[config.mk]
export PLATFORM = sky130hd
export DESIGN_NAME = cpu6_memstage_lsu
export DESIGN_NICKNAME = d
export VERILOG_FILES = /design/src/rtl/cpu6_memstage_lsu.sv
export SDC_FILE = /design/constraint.sdc
export NUM_CORES = 1
export LEC_CHECK = 0
export ABC_AREA = 1
export BUFFER_PORTS_ARGS = -buffer_cell sky130_fd_sc_hd__buf_2
export CAP_MARGIN = 20
export CORE_AREA = 2 2 121 123
export CTS_BUF_LIST = sky130_fd_sc_hd__clkbuf_8
export DETAILED_ROUTE_END_ITERATION = 12
export DIE_AREA = 0 0 123 125
export PLACE_DENSITY = 0.79
export RECOVER_POWER = 25
export SLEW_MARGIN = 10
export SYNTH_ARGS = -nofsm -noshare
export SYNTH_HDL_FRONTEND = slang
export SYNTH_SLANG_ARGS = --single-unit
[constraint.sdc]
create_clock -name i_clk -period 1.92 [get_ports i_clk]
set_input_delay 0.096 -clock i_clk [delete_from_list [all_inputs] [get_ports i_clk]]
set_output_delay 0.096 -clock i_clk [all_outputs]
set_load 0.005 [all_outputs]
[src/rtl/cpu6_memstage_lsu.sv]
// rtl/cpu6_memstage_lsu.sv - MEM-stage load/store unit with req/gnt/rvalid data bus and MEM/WB register
module cpu6_memstage_lsu #(
  parameter int XLEN    = 32,
  parameter int RFIDX   = 5,
  parameter int TIMEOUT = 255
) (
  input  logic             i_clk,
  input  logic             i_reset,
  input  logic             i_memwriteM,
  input  logic             i_memtoregM,
  input  logic [XLEN-1:0]  i_aluoutM,
  input  logic [XLEN-1:0]  i_writedataM,
  input  logic [RFIDX-1:0] i_writeregM,
  input  logic             i_regwriteM,
  input  logic [XLEN-1:0]  i_pcplus4M,
  input  logic             i_jumpM,
  output logic             o_stallM,
  output logic             o_dbus_req,
  output logic             o_dbus_we,
  output logic [XLEN-1:0]  o_dbus_addr,
  output logic [XLEN-1:0]  o_dbus_wdata,
  input  logic             i_dbus_gnt,
  input  logic             i_dbus_rvalid,
  input  logic [XLEN-1:0]  i_dbus_rdata,
  output logic [XLEN-1:0]  o_readdataW,
  output logic [XLEN-1:0]  o_aluoutW,
  output logic [RFIDX-1:0] o_writeregW,
  output logic             o_regwriteW,
  output logic             o_memtoregW,
  output logic [XLEN-1:0]  o_pcplus4W,
  output logic             o_jumpW,
  output logic             o_buserrW
);

  typedef enum logic [1:0] {
    S_IDLE = 2'd0,
    S_REQ  = 2'd1,
    S_WAIT = 2'd2
  } state_t;

  // Last counter value before the timeout is declared; the WAIT cycle seeing it is the TIMEOUT-th.
  localparam logic [7:0] TO_LAST = 8'(TIMEOUT - 1);

  state_t           r_state;
  logic [7:0]       r_wait_cnt;

  logic [XLEN-1:0]  r_readdataW;
  logic [XLEN-1:0]  r_aluoutW;
  logic [RFIDX-1:0] r_writeregW;
  logic             r_regwriteW;
  logic             r_memtoregW;
  logic [XLEN-1:0]  r_pcplus4W;
  logic             r_jumpW;
  logic             r_buserrW;

  logic             w_memop;
  logic             w_load;
  logic             w_in_wait;
  logic             w_timeout;
  logic             w_done;
  logic             w_stall;
  logic             w_req;
  logic             w_load_done;

  assign w_memop     = i_memwriteM | i_memtoregM;
  // When both flags are set the store takes priority, so it is not treated as a load.
  assign w_load      = i_memtoregM & ~i_memwriteM;
  assign w_in_wait   = (r_state == S_WAIT);
  // A response arriving in the final WAIT cycle beats the timeout.
  assign w_timeout   = w_in_wait & ~i_dbus_rvalid & (r_wait_cnt == TO_LAST);
  assign w_done      = w_in_wait & (i_dbus_rvalid | w_timeout);
  assign w_load_done = w_in_wait & i_dbus_rvalid & w_load;

  // Stall and request are suppressed while reset is held so the bus goes quiet right after the reset edge.
  assign w_stall = w_memop & ~w_done & ~i_reset;

  // Request is raised from IDLE as soon as a memop is present, and held in REQ until granted.
  always_comb begin
    w_req = 1'b0;
    case (r_state)
      S_IDLE:  w_req = w_memop;
      S_REQ:   w_req = 1'b1;
      S_WAIT:  w_req = 1'b0;
      default: w_req = 1'b0;
    endcase
    if (i_reset) begin
      w_req = 1'b0;
    end
  end

  assign o_stallM     = w_stall;
  assign o_dbus_req   = w_req;
  assign o_dbus_we    = i_memwriteM;
  assign o_dbus_addr  = {i_aluoutM[XLEN-1:2], 2'b00};
  assign o_dbus_wdata = i_writedataM;

  // Bus handshake FSM with the WAIT-cycle counter used for the timeout.
  always_ff @(posedge i_clk) begin
    if (i_reset) begin
      r_state    <= S_IDLE;
      r_wait_cnt <= 8'd0;
    end else begin
      case (r_state)
        S_IDLE: begin
          if (w_memop) begin
            if (i_dbus_gnt) begin
              r_state    <= S_WAIT;
              r_wait_cnt <= 8'd0;
            end else begin
              r_state <= S_REQ;
            end
          end
        end
        S_REQ: begin
          if (i_dbus_gnt) begin
            r_state    <= S_WAIT;
            r_wait_cnt <= 8'd0;
          end
        end
        S_WAIT: begin
          if (w_done) begin
            r_state    <= S_IDLE;
            r_wait_cnt <= 8'd0;
          end else begin
            r_wait_cnt <= r_wait_cnt + 8'd1;
          end
        end
        default: begin
          r_state    <= S_IDLE;
          r_wait_cnt <= 8'd0;
        end
      endcase
    end
  end

  // MEM/WB pipeline register: advance when not stalled, otherwise insert a bubble.
  always_ff @(posedge i_clk) begin
    if (i_reset) begin
      r_readdataW <= '0;
      r_aluoutW   <= '0;
      r_writeregW <= '0;
      r_regwriteW <= 1'b0;
      r_memtoregW <= 1'b0;
      r_pcplus4W  <= '0;
      r_jumpW     <= 1'b0;
      r_buserrW   <= 1'b0;
    end else if (w_stall) begin
      r_regwriteW <= 1'b0;
      r_memtoregW <= 1'b0;
      r_jumpW     <= 1'b0;
      r_buserrW   <= 1'b0;
    end else begin
      if (w_load_done) begin
        r_readdataW <= i_dbus_rdata;
      end
      r_aluoutW   <= i_aluoutM;
      r_writeregW <= i_writeregM;
      r_regwriteW <= i_regwriteM & ~w_timeout;
      r_memtoregW <= i_memtoregM & ~w_timeout;
      r_pcplus4W  <= i_pcplus4M;
      r_jumpW     <= i_jumpM;
      r_buserrW   <= w_timeout;
    end
  end

  assign o_readdataW = r_readdataW;
  assign o_aluoutW   = r_aluoutW;
  assign o_writeregW = r_writeregW;
  assign o_regwriteW = r_regwriteW;
  assign o_memtoregW = r_memtoregW;
  assign o_pcplus4W  = r_pcplus4W;
  assign o_jumpW     = r_jumpW;
  assign o_buserrW   = r_buserrW;

endmodule
==> results.ini, run 1 <==
[logic_synthesis]
avgSynthCellArea_um2=7.896
synthTopCellsByCount=115 x dfxtp_1, 93 x nand2_1, 85 x nor2_1, 76 x nand3_1, 72 x nand4_1
synthTopCellsByArea=dfxtp_1 47%, buf_4 9.9%, nand4_1 9.1%
synthFlopType=dfxtp_1
netlist_area_um2=4927
synth_edf_count=0
yosys_warnings=0
yosys.cell_count.top_type=dfxtp_1
synth_top_cell_by_area=dfxtp_1
yosysSeqAreaShare_pct=46.72
synth_cells=624
synth_cell_types=22
ys_ff_latch=115
async_flop_share_pct=0
synth_top_area_share_pct=46.72

[global_routing]
grtUsageTotal_pct=20.18
antenna_found_initial=0
grt_pass1_wl_um=24740
grt_pass1_vias=5193
grt_max_degree=111
overflow=0

[die]
pin_count=313
die_w_um=123
die-area_um2=15380
start_util_pct=34.69
die_y_um=125
core_um2=14200
rows=44

[clock_network]
clockBufferDepth=2
htreeDepth=4
cts-root-buf=clkbuf_8
path_clk_slew_ps=70
cts_tree=yes
cts_buffers=17
clock_latency_ps=420
cts_sinks=115

[timing]
rsz0062_at_grt=no
min_period_ps=1784
fin_skew_ps=13.99
post-route-period-util_pct=92.89
drv_slew=0
hold_viol_final=0
timing.final.ws_setup_ps=136.5
setup_viol=0
max_freq_mhz=560.7
hold_ws_ps=21.68
setup_tns_ps=0

[place]
dp.cells=954
portBuffers=246
gp_congestion=0.8294
post-dp-hpwl_um=9231
pre_cts_ws_ps=221.5
place_area_um2=5791

[status]
status=finished, final reports clean

[route]
drt-total-wl_um=15840
drtPass1Iterations=5
routed_via_density=4.889
drt_iter0_markers=226
routedWlPerCell_um=14.46
antenna_left=0
vias=5353
drcViolationCount=0

[cells_and_area]
areaGrowthSynthToFinish_pct=47.94
drive_gt1_share_pct=29.97
instances_no_fill=1095
nets=1042
fin_area_um2=7289
post-route-util_pct=51.32
diodes=0

[pwr]
power_density_nw_per_um2=798.7
ir_drop_mv=0.4709
power.total_mw=5.822
p_leak_nw=3.607

[worst_hold_path]
min_delay_path_depth=3
hp-start=i_dbus_rdata[30]
hold_path_class=in2reg

[critical_path]
arrival_ps=1690
cp-start-kind=flip-flop
crit_path_end_kind=output port
cp_data_required_time_ps=1820
startpoint=r_wait_cnt[0]
r2r_cells=11
cp_max_fo=4
r2r-start=r_wait_cnt[0]
critPathKind=reg2out

[job]
drv_cap=0

final timing paths:
check / endpoint / slack [ps]
setup / recovery: o_stallM / 140
hold / removal: o_readdataW[30] / 20
setup reg to reg: o_pcplus4W[17] / 170
hold reg to reg: o_aluoutW[11] / 470
cells in the final DEF, fill, tap and decap left out, types with 3 or more instances in the layout:
cell type        n
buf_2          219
dfxtp_1        114
dlygate4sd3_1  106
nand2_1         92
nor2_1          84
nand3_1         76
nand4_1         72
o21ai_0         35
clkbuf_1        27
clkbuf_8        21
inv_1           20
buf_4            8
buf_12           5
nor3_1           4
nor2_2           3
bufinv_16        3
report_power, final:
group          leakage, nW  switching (mW)  total [mW]  internal [mW]
clock                0.220           0.993        2.40           1.41
combinational         2.45           0.422       0.851          0.428
sequential           0.939          0.0640        2.57           2.51
logic make-up after synthesis:
logic type,Yosys count,share of synthesized area (%)
simple gates,335,31.74
buf+inv,131,16.68
flops,115,46.72
compound gates,38,3.911
xor+xnor,2,0.3556
fa+ha+maj,2,0.5078
other cells,1,0.07611
repair_timing:
action / CTS / global route
pin swaps: 1 / 1
hold buffers: 106 / 0
cloned: 1 / 0
endpoints found under the setup margin: 1 / 68
hold endpoints to repair: 105 / 0
gates resized for setup: 1 / 4
buffers inserted: 2 / 1
worst max-delay path, stage by stage (launching register included):
cell and delay (ps):
dfxtp_2 340, inv_1 70, ha_1 140, inv_1 50, nor2_2 110, nand2_2 90
a21o_4 240, nand2_8 60, nor2_1 40, buf_2 120
sequential cells by signal (all words and copies together) (netlist names):
register and count:
o_buserrW 1, r_state 2, o_writeregW 5, o_regwriteW 1, r_wait_cnt 8, o_readdataW 32
o_pcplus4W 32, o_aluoutW 32, o_jumpW 1, o_memtoregW 1
final cells by class:
class / instances / area, um^2
Clock buffer: 21 / 289.0
Clock inverter: 10 / 132.6
Fill cell: 1269 / 6914
Inverter: 19 / 73.82
Multi-Input combinational cell: 380 / 1831
Sequential cell: 115 / 2303
Tap cell: 184 / 230.2
Timing Repair Buffer: 366 / 2430
routing by layer:
metal | part of all wire, % | vias to the layer above | GRT usage (%)
met5 | 0 | - | 0
met4 | 3.0 | 0 | 8.690
met3 | 7.7 | 44 | 5.885
met2 | 51 | 272 | 36.20
met1 | 38 | 2460 | 21.69
li1 | - | 2577 | -
(Power assumes the default switching activity.)
==> run 2: changes to the inputs <==
--- a/config.mk
+++ b/config.mk
@@ -9,7 +9,7 @@
 export BUFFER_PORTS_ARGS = -buffer_cell sky130_fd_sc_hd__buf_2
 export CAP_MARGIN = 20
 export CORE_AREA = 2 2 121 123
-export CTS_BUF_LIST = sky130_fd_sc_hd__clkbuf_8
+export CTS_BUF_LIST = sky130_fd_sc_hd__clkbuf_4
 export DETAILED_ROUTE_END_ITERATION = 12
 export DIE_AREA = 0 0 123 125
 export PLACE_DENSITY = 0.79
==> run 2 against run 1 <==
  * Global-route usage increased by 0.37 points
  * Final cell count rose by 0.91%
  * Sequential share of layout area increased by 0.28 points
  * Setup slack got worse by 42 ps
  * Worst hold slack gained 62 ps
  * Sequential power hardly changed
  * Critical path depth is 2 lower
  * Utilization is 0.26 points lower
  * Die area did not move
  * Non-clock buffer count grew 9
  * Via count up 1.8%
==> results.ini, run 2 (same netlist as run 1, synthesis figures left out) <==
[place]
post-dp-hpwl_um=9231  ; unchanged
pre_cts_ws_ps=221.5  ; unchanged
gp_congestion=0.8294  ; unchanged
portBuffers=246  ; unchanged

[timing]
drv_slew=0  ; unchanged
timing.final.ws_setup_ps=94.17  ; -42.29 ps
max_freq_mhz=547.7  ; -2.3%
min_period_ps=1826  ; +42.29 ps
post-route-period-util_pct=95.10  ; +2.2 points
fin_skew_ps=19.65  ; +5.663 ps
hold_viol_final=0  ; unchanged
rsz0062_at_grt=yes
setup_tns_ps=0  ; unchanged
setup_viol=0  ; unchanged
hold_ws_ps=83.36  ; +61.69 ps

[worst_hold_path]
hold_path_class=in2reg

[pwr]
p_leak_nw=3.565  ; -1.2%
power.total_mw=5.290  ; -9.1%
power_density_nw_per_um2=729.3  ; -8.7%
ir_drop_mv=0.3476  ; -26%

[global_routing]
grtUsageTotal_pct=20.55  ; +0.37 points
overflow=0  ; unchanged
grt_max_degree=111  ; unchanged
antenna_found_initial=1  ; +1
grt_pass1_vias=5247  ; +1.0%
grt_pass1_wl_um=24860  ; +0.47%

[route]
drt_iter0_markers=307  ; +36%
vias=5451  ; +1.8%
routedWlPerCell_um=14.56  ; +0.68%
drtPass1Iterations=5  ; unchanged
antenna_left=0  ; unchanged
routed_via_density=4.933  ; +0.91%
drcViolationCount=0  ; unchanged
drt-total-wl_um=16090  ; +1.6%

[cells_and_area]
nFillCells=1285  ; +1.3%
drive_gt1_share_pct=30.11  ; +0.14 points
post-route-util_pct=51.07  ; -0.26 points
final_common_cell=buf_2
final_cell_mix=211 x buf_2, 111 x dlygate4sd3_1, 109 x dfxtp_1, 92 x nand2_1, 83 x nor2_1
areaGrowthSynthToFinish_pct=47.21
nets=1051  ; +0.86%

[job]
drv_cap=0  ; unchanged

[die]
die_w_um=123  ; unchanged
rows=44  ; unchanged
start_util_pct=34.69  ; unchanged
core_um2=14200  ; unchanged
die_y_um=125  ; unchanged
die-area_um2=15380  ; unchanged
pin_count=313  ; unchanged

[clock_network]
cts_buffers=17  ; unchanged
htreeDepth=4  ; unchanged
cts_sinks=115  ; unchanged
path_clk_slew_ps=110  ; +40 ps
cts-root-buf=clkbuf_4
clock_latency_ps=530  ; +110 ps
clockBufferDepth=2  ; unchanged
cts_tree=yes

[critical_path]
crit_path_end_kind=output port
arrival_ps=1730  ; +40 ps
cp-start-kind=flip-flop
cp_max_fo=5  ; +1
critPathKind=reg2out
cp_data_required_time_ps=1820  ; about the same

[status]
status=finished, final reports clean

[run 2: repair_timing]
| action | CTS | global route |
|---|---|---|
| setup endpoints to repair | 1 | 4 |
| setup buffers | 5 | 2 |
| hold buffers | 111 | 0 |
| endpoints found under the hold margin | 108 | 0 |
| gates cloned | 1 | 0 |
| pin swaps | 3 | 3 |
| resized for setup | 4 | 13 |
[run 2: metal layers]
layer | up-vias | part of all wire, % | global-route usage (%)
met5 | - | 0 | 0
met4 | 0 | 4.0 | 11.23
met3 | 52 | 7.6 | 6.432
met2 | 293 | 51 | 36.33
met1 | 2503 | 38 | 21.28
li1 | 2603 | - | -
[run 2: stage by stage]
stage          cell area (um^2)  instances
3_5_place_dp               5791        954
3_3_place_gp               5791        954
6_report                   7253       1105
5_1_grt                    7253       1105
2_1_floorplan              4931        625
4_1_cts                    7246       1102
[run 2: final cells by class]
| cell class | instances | area (um^2) | share of cell area [%] |
|---|---|---|---|
| antenna | 1 | 2.502 | 0.03450 |
| clock buffer | 19 | 142.6 | 1.967 |
| clock inverter | 12 | 140.1 | 1.932 |
| inverter | 19 | 73.82 | 1.018 |
| multi-input combinational | 380 | 1856 | 25.58 |
| sequential | 115 | 2312 | 31.88 |
| tap | 184 | 230.2 | 3.174 |
| timing repair buffer | 375 | 2496 | 34.41 |
[run 2: report_power, final]
group / total [mW] / switching (mW) / internal, mW
Sequential: 2.57 / 0.0633 / 2.51
Combinational: 0.867 / 0.428 / 0.439
Clock: 1.85 / 0.948 / 0.906
Total: 5.29 / 1.44 / 3.85
[run 2: worst max-delay path: stages (launching register included)]
cell and delay (ps):
dfxtp_1 400, inv_1 80, nor2_2 190, inv_1 100, a21o_4 220, nand2_8 60, nor2_2 30, buf_2 120
[run 2: path summary, 6_finish.rpt]
kind / from / end / slack [ps] / cells past startpoint
max: r_state[1] / o_stallM / 90 / 7
min: i_memwriteM / r_wait_cnt[0] / 80 / 5
max reg2reg: r_wait_cnt[0] / o_memtoregW / 100 / 10
min reg2reg: o_pcplus4W[14] / o_pcplus4W[14] / 470 / 2
